[config.mk]
export PLATFORM = sky130hd
export DESIGN_NAME = wb_bounded_responder
export DESIGN_NICKNAME = d
export VERILOG_FILES = /design/src/rtl/wb_responder_pkg.sv /design/src/rtl/wb_responder_channel.sv /design/src/rtl/wb_bounded_responder.sv
export SDC_FILE = /design/constraint.sdc
export NUM_CORES = 1
export LEC_CHECK = 0
export ABC_AREA = 1
export CORE_MARGIN = 5
export CORE_UTILIZATION = 40
export DETAILED_ROUTE_END_ITERATION = 10
export DONT_BUFFER_PORTS = 1
export SLEW_MARGIN = 15
export SYNTH_ARGS = -nofsm -noshare
export SYNTH_HDL_FRONTEND = slang
export SYNTH_HIERARCHICAL = 1
export SYNTH_SLANG_ARGS = --single-unit
[constraint.sdc]
create_clock -name clock -period 1.75 [get_ports clock]
set_clock_uncertainty 0.15 [all_clocks]
set_input_delay 0.175 -clock clock [delete_from_list [all_inputs] [get_ports clock]]
set_output_delay 0.175 -clock clock [all_outputs]
set_load 0.02 [all_outputs]
[src/rtl/wb_responder_pkg.sv]
// Shared types for the bounded Wishbone responder.
//   state_t  : per-channel FSM state (idle, waiting for a response decision, responding).
//   wb_req_t : latched request fields, sized to the widest supported bus. Narrower buses are
//              zero-extended on entry, so comparisons stay exact.
//   STALL_W  : stall-counter width for a given stall bound (at least one bit).
package wb_responder_pkg;

    localparam int unsigned ReqAddrMaxW = 64;
    localparam int unsigned ReqDataMaxW = 64;
    localparam int unsigned ReqSelMaxW  = ReqDataMaxW / 8;

    typedef enum logic [1:0] {
        StIdle,
        StWait,
        StResp
    } state_t;

    typedef struct packed {
        logic [ReqAddrMaxW-1:0] adr;
        logic                   we;
        logic [ReqSelMaxW-1:0]  sel;
        logic [ReqDataMaxW-1:0] dat;
    } wb_req_t;

    function automatic int unsigned STALL_W(input int unsigned max_stall);
        // A zero bound still needs a one-bit register that simply stays at 0.
        return (max_stall == 0) ? 1 : $clog2(max_stall + 1);
    endfunction

endpackage

[src/rtl/wb_responder_channel.sv]
// One Wishbone classic slave channel with a bounded response delay.
// Ports:
//   clock, reset       : clock, synchronous active-high reset
//   cyc_i/stb_i/we_i   : master controls
//   adr_i/dat_i/sel_i  : master address, write data, byte selects
//   rsp_ready_i        : respond at this edge (otherwise stall, up to MAX_STALL cycles)
//   rsp_err_i          : make the response an ERR (only if ERR_ENABLE)
//   rsp_data_i         : read data returned for reads
//   ack_o/err_o/dat_o  : registered termination and read data, live only in the response cycle
//   violation_o        : sticky master protocol violation flag
//   txn_count_o        : saturating count of completed transactions
module wb_responder_channel
    import wb_responder_pkg::*;
#(
    parameter int unsigned ADDR_WIDTH = 30,
    parameter int unsigned DATA_WIDTH = 32,
    parameter int unsigned MAX_STALL  = 3,
    parameter bit          ERR_ENABLE = 1'b0,
    parameter int unsigned CNT_WIDTH  = 16
) (
    input  logic                    clock,
    input  logic                    reset,
    input  logic                    cyc_i,
    input  logic                    stb_i,
    input  logic                    we_i,
    input  logic [ADDR_WIDTH-1:0]   adr_i,
    input  logic [DATA_WIDTH-1:0]   dat_i,
    input  logic [DATA_WIDTH/8-1:0] sel_i,
    input  logic                    rsp_ready_i,
    input  logic                    rsp_err_i,
    input  logic [DATA_WIDTH-1:0]   rsp_data_i,
    output logic                    ack_o,
    output logic                    err_o,
    output logic [DATA_WIDTH-1:0]   dat_o,
    output logic                    violation_o,
    output logic [CNT_WIDTH-1:0]    txn_count_o
);

    localparam int unsigned       StallW   = STALL_W(MAX_STALL);
    localparam logic [StallW-1:0] StallMax = StallW'(MAX_STALL);

    state_t              state_q;
    wb_req_t             req_q;
    wb_req_t             bus_req;
    logic [StallW-1:0]   stall_q;
    logic                req_live;

    assign req_live = cyc_i & stb_i;

    always_comb begin
        bus_req     = '0;
        bus_req.adr = ReqAddrMaxW'(adr_i);
        bus_req.we  = we_i;
        bus_req.sel = ReqSelMaxW'(sel_i);
        bus_req.dat = ReqDataMaxW'(dat_i);
    end

    always_ff @(posedge clock) begin
        if (reset) begin
            state_q     <= StIdle;
            req_q       <= '0;
            stall_q     <= '0;
            ack_o       <= 1'b0;
            err_o       <= 1'b0;
            dat_o       <= '0;
            violation_o <= 1'b0;
            txn_count_o <= '0;
        end else begin
            case (state_q)
                StIdle: begin
                    if (req_live) begin
                        req_q   <= bus_req;
                        stall_q <= '0;
                        state_q <= StWait;
                    end
                end
                StWait: begin
                    // Abort wins over responding: a request that changed or vanished gets
                    // no termination at all.
                    if (!req_live || (bus_req != req_q)) begin
                        violation_o <= 1'b1;
                        state_q     <= StIdle;
                    end else if (rsp_ready_i || (stall_q == StallMax)) begin
                        state_q <= StResp;
                        if (ERR_ENABLE && rsp_err_i) begin
                            err_o <= 1'b1;
                        end else begin
                            ack_o <= 1'b1;
                        end
                        dat_o <= req_q.we ? '0 : rsp_data_i;
                    end else begin
                        stall_q <= stall_q + 1'b1;
                    end
                end
                StResp: begin
                    // The termination was already presented; a master that dropped the
                    // cycle meanwhile is flagged but the transfer still counts.
                    if (!req_live) begin
                        violation_o <= 1'b1;
                    end
                    if (txn_count_o != '1) begin
                        txn_count_o <= txn_count_o + 1'b1;
                    end
                    ack_o   <= 1'b0;
                    err_o   <= 1'b0;
                    dat_o   <= '0;
                    state_q <= StIdle;
                end
                default: begin
                    state_q <= StIdle;
                end
            endcase
        end
    end

endmodule

[src/rtl/wb_bounded_responder.sv]
// Multi-channel bounded Wishbone classic responder. Each channel is an independent
// wb_responder_channel; flattened vectors carry channel c at slice c.
// Ports:
//   clock, reset                        : clock, synchronous active-high reset
//   wb_cyc/wb_stb/wb_we                 : per-channel master controls
//   wb_adr/wb_dat_mosi/wb_sel           : per-channel address, write data, byte selects
//   wb_dat_miso/wb_ack/wb_err           : per-channel read data and termination
//   rsp_ready/rsp_err/rsp_data          : per-channel response choice inputs
//   violation/txn_count                 : per-channel sticky violation and saturating count
module wb_bounded_responder
    import wb_responder_pkg::*;
#(
    parameter int unsigned CHANNELS   = 2,
    parameter int unsigned ADDR_WIDTH = 30,
    parameter int unsigned DATA_WIDTH = 32,
    parameter int unsigned MAX_STALL  = 3,
    parameter bit          ERR_ENABLE = 1'b0,
    parameter int unsigned CNT_WIDTH  = 16
) (
    input  logic                                clock,
    input  logic                                reset,
    input  logic [CHANNELS-1:0]                 wb_cyc,
    input  logic [CHANNELS-1:0]                 wb_stb,
    input  logic [CHANNELS-1:0]                 wb_we,
    input  logic [CHANNELS*ADDR_WIDTH-1:0]      wb_adr,
    input  logic [CHANNELS*DATA_WIDTH-1:0]      wb_dat_mosi,
    input  logic [CHANNELS*DATA_WIDTH/8-1:0]    wb_sel,
    output logic [CHANNELS*DATA_WIDTH-1:0]      wb_dat_miso,
    output logic [CHANNELS-1:0]                 wb_ack,
    output logic [CHANNELS-1:0]                 wb_err,
    input  logic [CHANNELS-1:0]                 rsp_ready,
    input  logic [CHANNELS-1:0]                 rsp_err,
    input  logic [CHANNELS*DATA_WIDTH-1:0]      rsp_data,
    output logic [CHANNELS-1:0]                 violation,
    output logic [CHANNELS*CNT_WIDTH-1:0]       txn_count
);

    localparam int unsigned SelW = DATA_WIDTH / 8;

    for (genvar c = 0; c < CHANNELS; c++) begin : g_chan
        wb_responder_channel #(
            .ADDR_WIDTH (ADDR_WIDTH),
            .DATA_WIDTH (DATA_WIDTH),
            .MAX_STALL  (MAX_STALL),
            .ERR_ENABLE (ERR_ENABLE),
            .CNT_WIDTH  (CNT_WIDTH)
        ) u_chan (
            .clock       (clock),
            .reset       (reset),
            .cyc_i       (wb_cyc[c]),
            .stb_i       (wb_stb[c]),
            .we_i        (wb_we[c]),
            .adr_i       (wb_adr[c*ADDR_WIDTH +: ADDR_WIDTH]),
            .dat_i       (wb_dat_mosi[c*DATA_WIDTH +: DATA_WIDTH]),
            .sel_i       (wb_sel[c*SelW +: SelW]),
            .rsp_ready_i (rsp_ready[c]),
            .rsp_err_i   (rsp_err[c]),
            .rsp_data_i  (rsp_data[c*DATA_WIDTH +: DATA_WIDTH]),
            .ack_o       (wb_ack[c]),
            .err_o       (wb_err[c]),
            .dat_o       (wb_dat_miso[c*DATA_WIDTH +: DATA_WIDTH]),
            .violation_o (violation[c]),
            .txn_count_o (txn_count[c*CNT_WIDTH +: CNT_WIDTH])
        );
    end

endmodule

# After elaboration in Yosys (flattened, before gate mapping)
# Index checks and enable logic that the tools add are counted.
# W data, S select, Z words.
# word_totals
input_bits	208
elab_cells	110
register_bits	242
# classes
reduce_logical	24
muxes	36
add_sub_neg	4
bitwise	2
eq_ne	24
# op_table
op	n
$mux W32	6
$ne A67 B67 Y1	2
$pmux W32 S2	2
$add A16 B1 Y16 const B	2
$ne A16 B16 Y1 const B	2
$mux W2	12
$pmux W2 S2	4
$ne A2 B1 Y1 const B	6
$ne A2 B2 Y1 const B	6
$reduce_and A2 Y1	6
$reduce_and A3 Y1	4
$eq A2 B2 Y1 const B	4
$mux W1	8
$pmux W1 S2	4
$reduce_and A4 Y1	2
$reduce_bool A2 Y1	4
$ne A3 B1 Y1 const B	2
$add A2 B1 Y2 const B	2
$eq A2 B1 Y1 const B	2
$logic_not A2 Y1	2
$logic_or A1 B1 Y1	4
$and A1 B1 Y1	2
$logic_not A1 Y1	2

# Depth between registers and ports, before layout
# Gate-level depths: netlist of the first run.
# depth
word_depth	5
mapped_depth	14
ltp_nobuf	13

# Hierarchy
# Netlist of the first run, hierarchy kept.
# by_module_without_submodules
module	area_per_inst_um2	seq_area_each_um2	cells_per_inst	instances
wb_responder_channel	5944.5	2422.3	901	2

# Least setup slack after synthesis of the first run
# Ideal clock, no wire load.
# synth_timing
path_kind	register to register
from	register g_chan[0].u_chan.state_q[0]
to	register g_chan[0].u_chan/req_q[89] (netlist bit)
required_ns	1.484
stages_incl_launch_ff	9
path_slack_ns	-0.094
path_buffers	1
t_arrival_ns	1.579
cell_sequence	dfxtp_1 inv_1 ha_1 inv_1 nor2_1 clkinv_1 clkbuf_1 nor2_1 nor2_1
# synth_between
elab_chain_len	2
# synth_rtl
element	line	source
start, declared	wb_responder_channel.sv:42	state_t state_q;
start signal, assigned	wb_responder_channel.sv:60	state_q <= StIdle;
start signal, assigned	wb_responder_channel.sv:74	state_q <= StWait;
start signal, assigned	wb_responder_channel.sv:82	state_q <= StIdle;
$logic_not A2 Y1	wb_responder_channel.sv:69	case (state_q)
$reduce_and A2 Y1 (no line)	n/a	
end signal, assigned	wb_responder_channel.sv:72	req_q <= bus_req;
end, declared	wb_responder_channel.sv:43	wb_req_t req_q;
# No other way between the ends.
# A chain may end at the register's enable or synchronous reset.

# Worst setup path in the final report of the first run
# layout_timing
from	register g_chan[0].u_chan/req_q[30] (netlist bit)
to	register g_chan[0].u_chan.dat_o[10]
# layout_between
elab_chain_len	4
# layout_rtl
element	line	source
$ne A67 B67 Y1	wb_responder_channel.sv:80	if (!req_live || (bus_req != req_q)) begin
$logic_or A1 B1 Y1	wb_responder_channel.sv:80	
$ne A2 B2 Y1 (no line)	n/a	
$reduce_and A3 Y1 (no line)	n/a	
end signal, assigned	wb_responder_channel.sv:90	dat_o <= req_q.we ? '0 : rsp_data_i;
end, declared	wb_responder_channel.sv:34	output logic [DATA_WIDTH-1:0] dat_o,
# No other way between the ends.

==> reports/metrics.csv, run 1 <==
stage,metric,value,unit
sta,grt_setup_unrepaired,true,
sta,max_slew.worst_pin.slew,0.582,ns
synthesis,synth_common_cells,"450 x nand2_1, 310 x nor2_1, 242 x dfxtp_1, 176 x inv_1",
worst_setup_path,r2r_cells,14,
grt,antenna_found_initial,1,
grt,grt_overflow,0,
clocking,cts_root_buf,clkbuf_16,
place,gp_congestion,0.853,
job,maxCapViolCount,0,
worst_setup_path,path_max_fanout,8,
worst_setup_path,criticalPathCategory,reg -> reg,
synthesis,seq_area_frac_synth,40.7,%
worst_setup_path,crit_chain,"inv_1, nand2_1, nand2_1, nor2_1, nand2_1, nor2_2, nand2_2, nor2_4, nand3_4, nand2_8, nand2_8, clkbuf_16, nand2_4, a21oi_2",
synthesis,synthAdderAreaFrac,1.05,%
synthesis,synthSimpleGateAreaFrac,29.4,%
run_status,status,"complete, but fails checks",
worst_hold_path,hp-start,reset,
routing,first_pass_iters,5,
die,die_area,0.0333,mm²
sta,final_max_slew_viol_count,0,
clocking,cts_tree,yes,
die,core,0.0295,mm²
sta,maxSlewHeadroom,61.1,%
worst_setup_path,r2r-start,g_chan[0].u_chan/req_q[30]$_SDFFE_PP0P_,
run_status,violations,"hold timing, setup timing",
worst_setup_path,crit_required,2.02,ns
routing,ant_nets,0,
routing,viasPerCell,5.04,
worst_hold_path,min_path_cells,1,
worst_setup_path,critPathMostFrequentCell,nand2_1,
synthesis,avgSynthCellArea,6.60,µm²
synthesis,mappedNetlistArea,0.0119,mm²
synthesis,synthCells,1802,
sta,fmax,0.482,GHz
die,start_util,40.3,%
cells_and_area,post-route-util,56.2,%
place,portBuffers,0,
cells_and_area,fin_cells,2411,
clocking,cts_buffers,27,
worst_hold_path,hold_end,g_chan[1].u_chan/dat_o[7]$_SDFFE_PP0P_,
worst_hold_path,hp-class,in -> reg,
synthesis,ys_top_cells_by_area,"dfxtp_1 41%, nand2_1 14%, nor2_1 9.8%",
sta,whs,-0.445,ns
grt,first_global_vias,11537,
synthesis,yosys_warnings,6,
synthesis,synth_top_area_cell,dfxtp_1,
synthesis,synth_top_area_share,40.7,%
clocking,cts_max_path_buffers,3,
routing,drt_iter0_drc,653,
power_and_ir_drop,finalPower,15.0,mW
grt,grt_pass1_wl,57.2,mm
power_and_ir_drop,p_leak,7.09,nW
clocking,h-tree-depth,1,
place,dp.cells,2195,
synthesis,synth_ff_type,dfxtp_1,
worst_setup_path,critPathMaxStageDelay,0.36,ns
clocking,clk_pin_slew,0.06,ns
worst_setup_path,r2r_setup_slack,-0.33,ns
synthesis,synth_top_family_by_area,simple AND/OR/NAND/NOR gates,
clocking,cts_hold_buf,140,
clocking,clk_latency,0.53,ns
synthesis,synth_compound_area_share,13.9,%
synthesis,syn_nets,2020,
synthesis,synth_cell_types,28,
synthesis,synth_xor_area_share,5.60,%
place,dp_hpwl,23.2,mm
power_and_ir_drop,vdd_drop_max,0.799,mV
routing,drt_wl_total,38.4,mm
worst_setup_path,r2r_end,g_chan[0].u_chan/dat_o[10]$_SDFFE_PP0P_,
worst_setup_path,end_kind,register,
die,dieWidth,182,µm
routing,drc,0,
worst_setup_path,crit_arrival,2.34,ns
synthesis,synth_edf_count,0,
cells_and_area,nNetsFinal,2222,
cells_and_area,layout-drive-gt1-share,19.6,%
synthesis,synth.ff_latch_count,242,
power_and_ir_drop,power-per-cell-area,905,mW/mm²
sta,finalSetupViolCount,73,
routing,vias,12163,
die,io_pins,310,
grt,grt_max_degree,83,
sta,fin_crit_sh,119,%
die,fp.dieH,182,µm
cells_and_area,area_delta_synth_final,39.5,%
sta,fin_ws,-0.326,ns
worst_setup_path,crit_slowest_cell,dfxtp_1,
synthesis,synthMuxAreaShare,0,%
sta,fin_crit,2.08,ns
die,fp-row-count,63,
routing,wl_per_cell,15.9,µm
clocking,clock_sinks,242,
synthesis,async_reset_ff_share,0,%
worst_setup_path,start_kind,register,
grt,grt_use_total,20.3,%
synthesis,yosysMostFrequentCell,nand2_1,
sta,hold_viol_final,80,
worst_setup_path,worstSetupStartpoint,g_chan[0].u_chan/req_q[30]$_SDFFE_PP0P_,
power breakdown:
| part | switching (mW) | internal (mW) |
|---|---|---|
| sequential | 0.531 | 5.95 |
| combinational | 1.61 | 1.40 |
| clock | 2.28 | 3.25 |
| total | 4.42 | 10.6 |
worst max path at each step:
stage	to	slack [ns]	depth (start not counted)
after floorplan	g_chan[0].u_chan/dat_o[10]$_SDFFE_PP0P_	-0.003	8
after global placement	g_chan[0].u_chan/dat_o[30]$_SDFFE_PP0P_	-0.17	11
after detailed placement	g_chan[0].u_chan/dat_o[8]$_SDFFE_PP0P_	-0.18	10
after CTS	g_chan[0].u_chan/state_q[1]$_SDFFE_PP0P_	-0.20	12
after global routing	g_chan[0].u_chan/dat_o[10]$_SDFFE_PP0P_	-0.45	14
final	g_chan[0].u_chan/dat_o[10]$_SDFFE_PP0P_	-0.33	14
metrics by stage:
stage	setup TNS, ns	cell area (µm²)	setup slack, ns
floorplan	-0.0531	11900	-0.00266
global placement	-9.41	12800	-0.173
detailed placement	-11.38	12800	-0.178
CTS	-11.88	15200	-0.198
global route	-28.46	16600	-0.449
finish	-17.89	16600	-0.326
cells by family (layout without fill, tap and decap cells):
group | after synthesis | in the layout
and+or+nand+nor | 878 | 878
xor gates and xnor gates | 76 | 76
adders and majority gates | 10 | 10
buffers and inverters | 268 | 486
DFF | 242 | 242
AOI/OAI and AO/OA | 326 | 326
other | 2 | 3
final cells by class:
type / count / area [µm²]
Antenna cell: 1 / 2.50
Clock buffer: 39 / 791
Clock inverter: 6 / 58.8
Fill cell: 2685 / 12900
Inverter: 180 / 681
Multi-Input combinational cell: 1292 / 6940
Sequential cell: 242 / 4890
Tap cell: 390 / 488
Timing Repair Buffer: 261 / 2730
registers in the layout (all words and copies together) (netlist names):
signal and flops:
g_chan.u_chan/state_q 4, g_chan.u_chan/txn_count_o 32, g_chan.u_chan/dat_o 64, g_chan.u_chan/req_q 134, g_chan.u_chan/stall_q 4, g_chan.u_chan/ack_o 2, g_chan.u_chan/violation_o 2
what timing repair did:
item,CTS,global route
endpoints found under the setup margin,85,175
resized for setup,25,287
pin swaps,5,61
hold endpoints to repair,242,80
cloned,2,13
setup buffers,4,16
metal layers:
layer  vias to the layer above  track usage [%]  routed length [µm]
li1                       6091                -                   -
met1                      5640             24.2               15400
met2                       350             35.2               18800
met3                        82             5.94                3030
met4                         0             6.54                1190
met5                         -                0                   0
worst max-delay path: cells and delay by family (launching register included):
kind	cells	cell delay (ns)
DFF	1	0.36
buffers and inverters	2	0.27
AOI/OAI and AO/OA	1	0.06
and+or+nand+nor	11	1.11
placed cells by master, fill, tap and decap left out, drive strengths merged:
cell	instances
nor4	6
clkbuf	50
xor2	4
o21ai	158
nand2	452
inv	180
xnor2	72
diode	1
buf	110
clkinv	5
nand3	82
dfxtp	242
o22ai	2
conb	2
ha	10
nor3	10
a21oi	158
nor3b	4
bufinv	1
nor2	314
dlygate4sd3	140
a31oi	8
nand4	10
(Power assumes the default switching activity.)
==> run 2: changes to the inputs <==
--- a/config.mk
+++ b/config.mk
@@ -8,6 +8,7 @@
 export ABC_AREA = 1
 export CORE_MARGIN = 5
 export CORE_UTILIZATION = 40
+export CTS_CLUSTER_SIZE = 30
 export DETAILED_ROUTE_END_ITERATION = 10
 export DONT_BUFFER_PORTS = 1
 export SLEW_MARGIN = 15
==> constraint.sdc (replaced) <==
create_clock -name clock -period 1.7 [get_ports clock]
set_clock_uncertainty 0.15 [all_clocks]
set_input_delay 0.17 -clock clock [delete_from_list [all_inputs] [get_ports clock]]
set_output_delay 0.17 -clock clock [all_outputs]
set_load 0.02 [all_outputs]
==> run 2 against run 1 <==
  * The run still ends with hold timing, setup timing left
  * First-iteration DRC count fell by 10%
  * Power rose by 5.6%
  * Cell count rose by 0.95%
  * Critical path depth did not move
  * Non-clock buffer count rose by 17
  * Combinational power rose by 3%
  * Sequential share of layout area fell by 0.31 points
  * Utilization rose by 0.82 points
  * Die area did not move
  * Final area rose by 1.5%
  * Fmax rose by 3.0%
  * Clock-buffer cell count rose by 3
==> reports/metrics.csv, run 2 (synthesis results as in run 1) <==
stage,metric,value,unit,change
routing,vias,12274,,+0.91%
place,dp.cells,2211,,+0.73%
cells_and_area,diodes,0,,-1
worst_setup_path,crit_slowest_cell,dfxtp_2,,
cells_and_area,post-route-util,57.1,%,+0.82 points
grt,grt_overflow,0,,unchanged
power_and_ir_drop,finalPower,15.9,mW,+5.6%
worst_setup_path,crit_chain,"inv_1, nand2_1, nand2_1, nor2_1, nand2_1, nor2_2, nand2_2, nor2_4, nand3_4, nand2_8, nand2_8, clkbuf_16, nand2_1, a21oi_1",,
run_status,violations,"hold timing, setup timing",,
sta,fmax,0.496,GHz,+3.0%
worst_setup_path,end_kind,register,,
clocking,clk_latency,0.54,ns,about the same
die,fp-row-count,63,,unchanged
die,io_pins,310,,unchanged
grt,grt_pass1_wl,57.0,mm,-0.35%
worst_setup_path,critPathMostFrequentCell,nand2_1,,
sta,finalSetupViolCount,77,,+5.5%
clocking,cts_root_buf,clkbuf_16,,
job,maxCapViolCount,0,,unchanged
die,fp.dieH,182,µm,unchanged
power_and_ir_drop,vdd_drop_max,0.683,mV,-14%
cells_and_area,final_cell_mix,"393 x nand2_1, 294 x nor2_1, 196 x dfxtp_1",,
run_status,status,"complete, but fails checks",,
sta,whs,-0.457,ns,-0.0122 ns
routing,drc,0,,unchanged
sta,fin_ws,-0.316,ns,+0.0104 ns
die,dieWidth,182,µm,unchanged
cells_and_area,fin_cells,2434,,+0.95%
worst_setup_path,critPathMaxStageDelay,0.34,ns,-0.02 ns
worst_setup_path,path_max_fanout,8,,unchanged
routing,drt_iter0_drc,587,,-10%
grt,grt.met3_usage,5.28,%,-0.66 points
worst_hold_path,hp-class,in -> reg,,
sta,final_max_slew_viol_count,0,,unchanged
cells_and_area,layout-drive-gt1-share,20.6,%,+1.0 points
grt,use_met2,34.8,%,-0.36 points
sta,fin_crit_sh,119,%,about the same
sta,fin_setup_tns,-19.88,ns,-1.99 ns
cells_and_area,nNetsFinal,2240,,+0.81%
cells_and_area,area_delta_synth_final,41.5,%,
sta,fin_crit,2.02,ns,-0.0604 ns
grt,grt_max_degree,83,,unchanged
grt,busiest_layer,met2,,
grt,grt_use_total,20.1,%,-0.16 points
power_and_ir_drop,power-per-cell-area,942,mW/mm²,+4.1%
grt,first_global_vias,11552,,+0.13%
place,portBuffers,0,,unchanged
routing,wl_per_cell,15.8,µm,-0.92%
clocking,cts_max_path_buffers,3,,unchanged
cells_and_area,top_register,g_chan.u_chan/req_q,,
die,die_area,0.0333,mm²,unchanged
cells_and_area,largest_reg_flops,134,,unchanged
cells_and_area,reg.largest.list,"g_chan.u_chan/req_q: 134 flops, g_chan.u_chan/dat_o: 64 flops, g_chan.u_chan/txn_count_o: 32 flops",,
routing,drt_wl_total,38.4,mm,about the same
sta,hold_viol_final,80,,unchanged
clocking,cts_hold_buf,140,,unchanged
grt,globalRouteMet1Util,24.8,%,+0.61 points
sta,grt_setup_unrepaired,true,,
clocking,cts_buffers,28,,+3.7%
worst_setup_path,crit_required,1.97,ns,-0.05 ns
place,gp_congestion,0.841,,-1.4%
place,dp_hpwl,23.0,mm,-0.97%
cells_and_area,layout_commonest_cell,nand2_1,,
clocking,clock_sinks,242,,unchanged
clocking,h-tree-depth,1,,unchanged
routing,first_pass_iters,5,,unchanged
die,core,0.0295,mm²,unchanged
clocking,cts_tree,yes,,
grt,antenna_found_initial,0,,-1
routing,ant_nets,0,,unchanged
worst_setup_path,start_kind,register,,
routing,viasPerCell,5.04,,about the same
die,start_util,40.3,%,unchanged
worst_setup_path,crit_arrival,2.29,ns,-0.05 ns
clocking,clk_pin_slew,0.06,ns,about the same
worst_setup_path,criticalPathCategory,reg -> reg,,
power_and_ir_drop,p_leak,7.20,nW,+1.5%
==> run 2: path summary, 6_finish.rpt <==
path / from / end / slack [ns] / cells past startpoint
setup / recovery: g_chan[0].u_chan/req_q[5]$_SDFFE_PP0P_ / g_chan[0].u_chan/dat_o[8]$_SDFFE_PP0P_ / -0.32 / 14
hold / removal: reset / g_chan[1].u_chan/dat_o[24]$_SDFFE_PP0P_ / -0.46 / 1
setup reg to reg: g_chan[0].u_chan/req_q[5]$_SDFFE_PP0P_ / g_chan[0].u_chan/dat_o[8]$_SDFFE_PP0P_ / -0.32 / 14
hold reg to reg: g_chan[1].u_chan/state_q[0]$_SDFFE_PP0P_ / g_chan[1].u_chan/state_q[0]$_SDFFE_PP0P_ / 0.34 / 2
==> run 2: timing repair <==
item                       CTS  global route
resized for setup           38           264
gates cloned                 1            17
setup endpoints to repair   87           216
hold endpoints to repair   242            80
pin swaps                   20            60
buffers inserted             6            11
==> run 2: layer usage <==
| layer | routed length (µm) | part of all wire [%] | vias to the layer above |
|---|---|---|---|
| met5 | 0 | 0 | - |
| met4 | 1000 | 2.6 | 0 |
| met3 | 3160 | 8.2 | 78 |
| met2 | 18300 | 48 | 386 |
| met1 | 15900 | 41 | 5674 |
| li1 | - | - | 6136 |
==> run 2: area by class of cell <==
class | count | area [µm²]
flip-flops and latches | 242 | 4910
multi-input cells | 1292 | 6840
well taps | 390 | 488
clock buffers | 42 | 865
repair buffers | 278 | 2960
fillers | 2726 | 12700
clock inverters | 10 | 81.3
inverters | 180 | 681
==> run 2: worst max-delay path, delay by kind of cell, from the launching register on <==
| kind | cells | cell delay [ns] |
|---|---|---|
| buf+inv | 2 | 0.22 |
| simple gates | 11 | 1.14 |
| flops | 1 | 0.34 |
| compound gates | 1 | 0.06 |
==> run 2: stage by stage <==
stage / instance area [µm²] / worst slack, ns
3_3_place_gp: 13000 / -0.258
6_report: 16800 / -0.316
5_1_grt: 16800 / -0.476
2_1_floorplan: 11900 / -0.00768
4_1_cts: 15500 / -0.246
3_5_place_dp: 13000 / -0.306
==> run 2: where the power goes <==
part           internal (mW)  switching [mW]
registers               6.13           0.526
clock network           3.65            2.43
logic                   1.48            1.63
total                   11.3            4.59
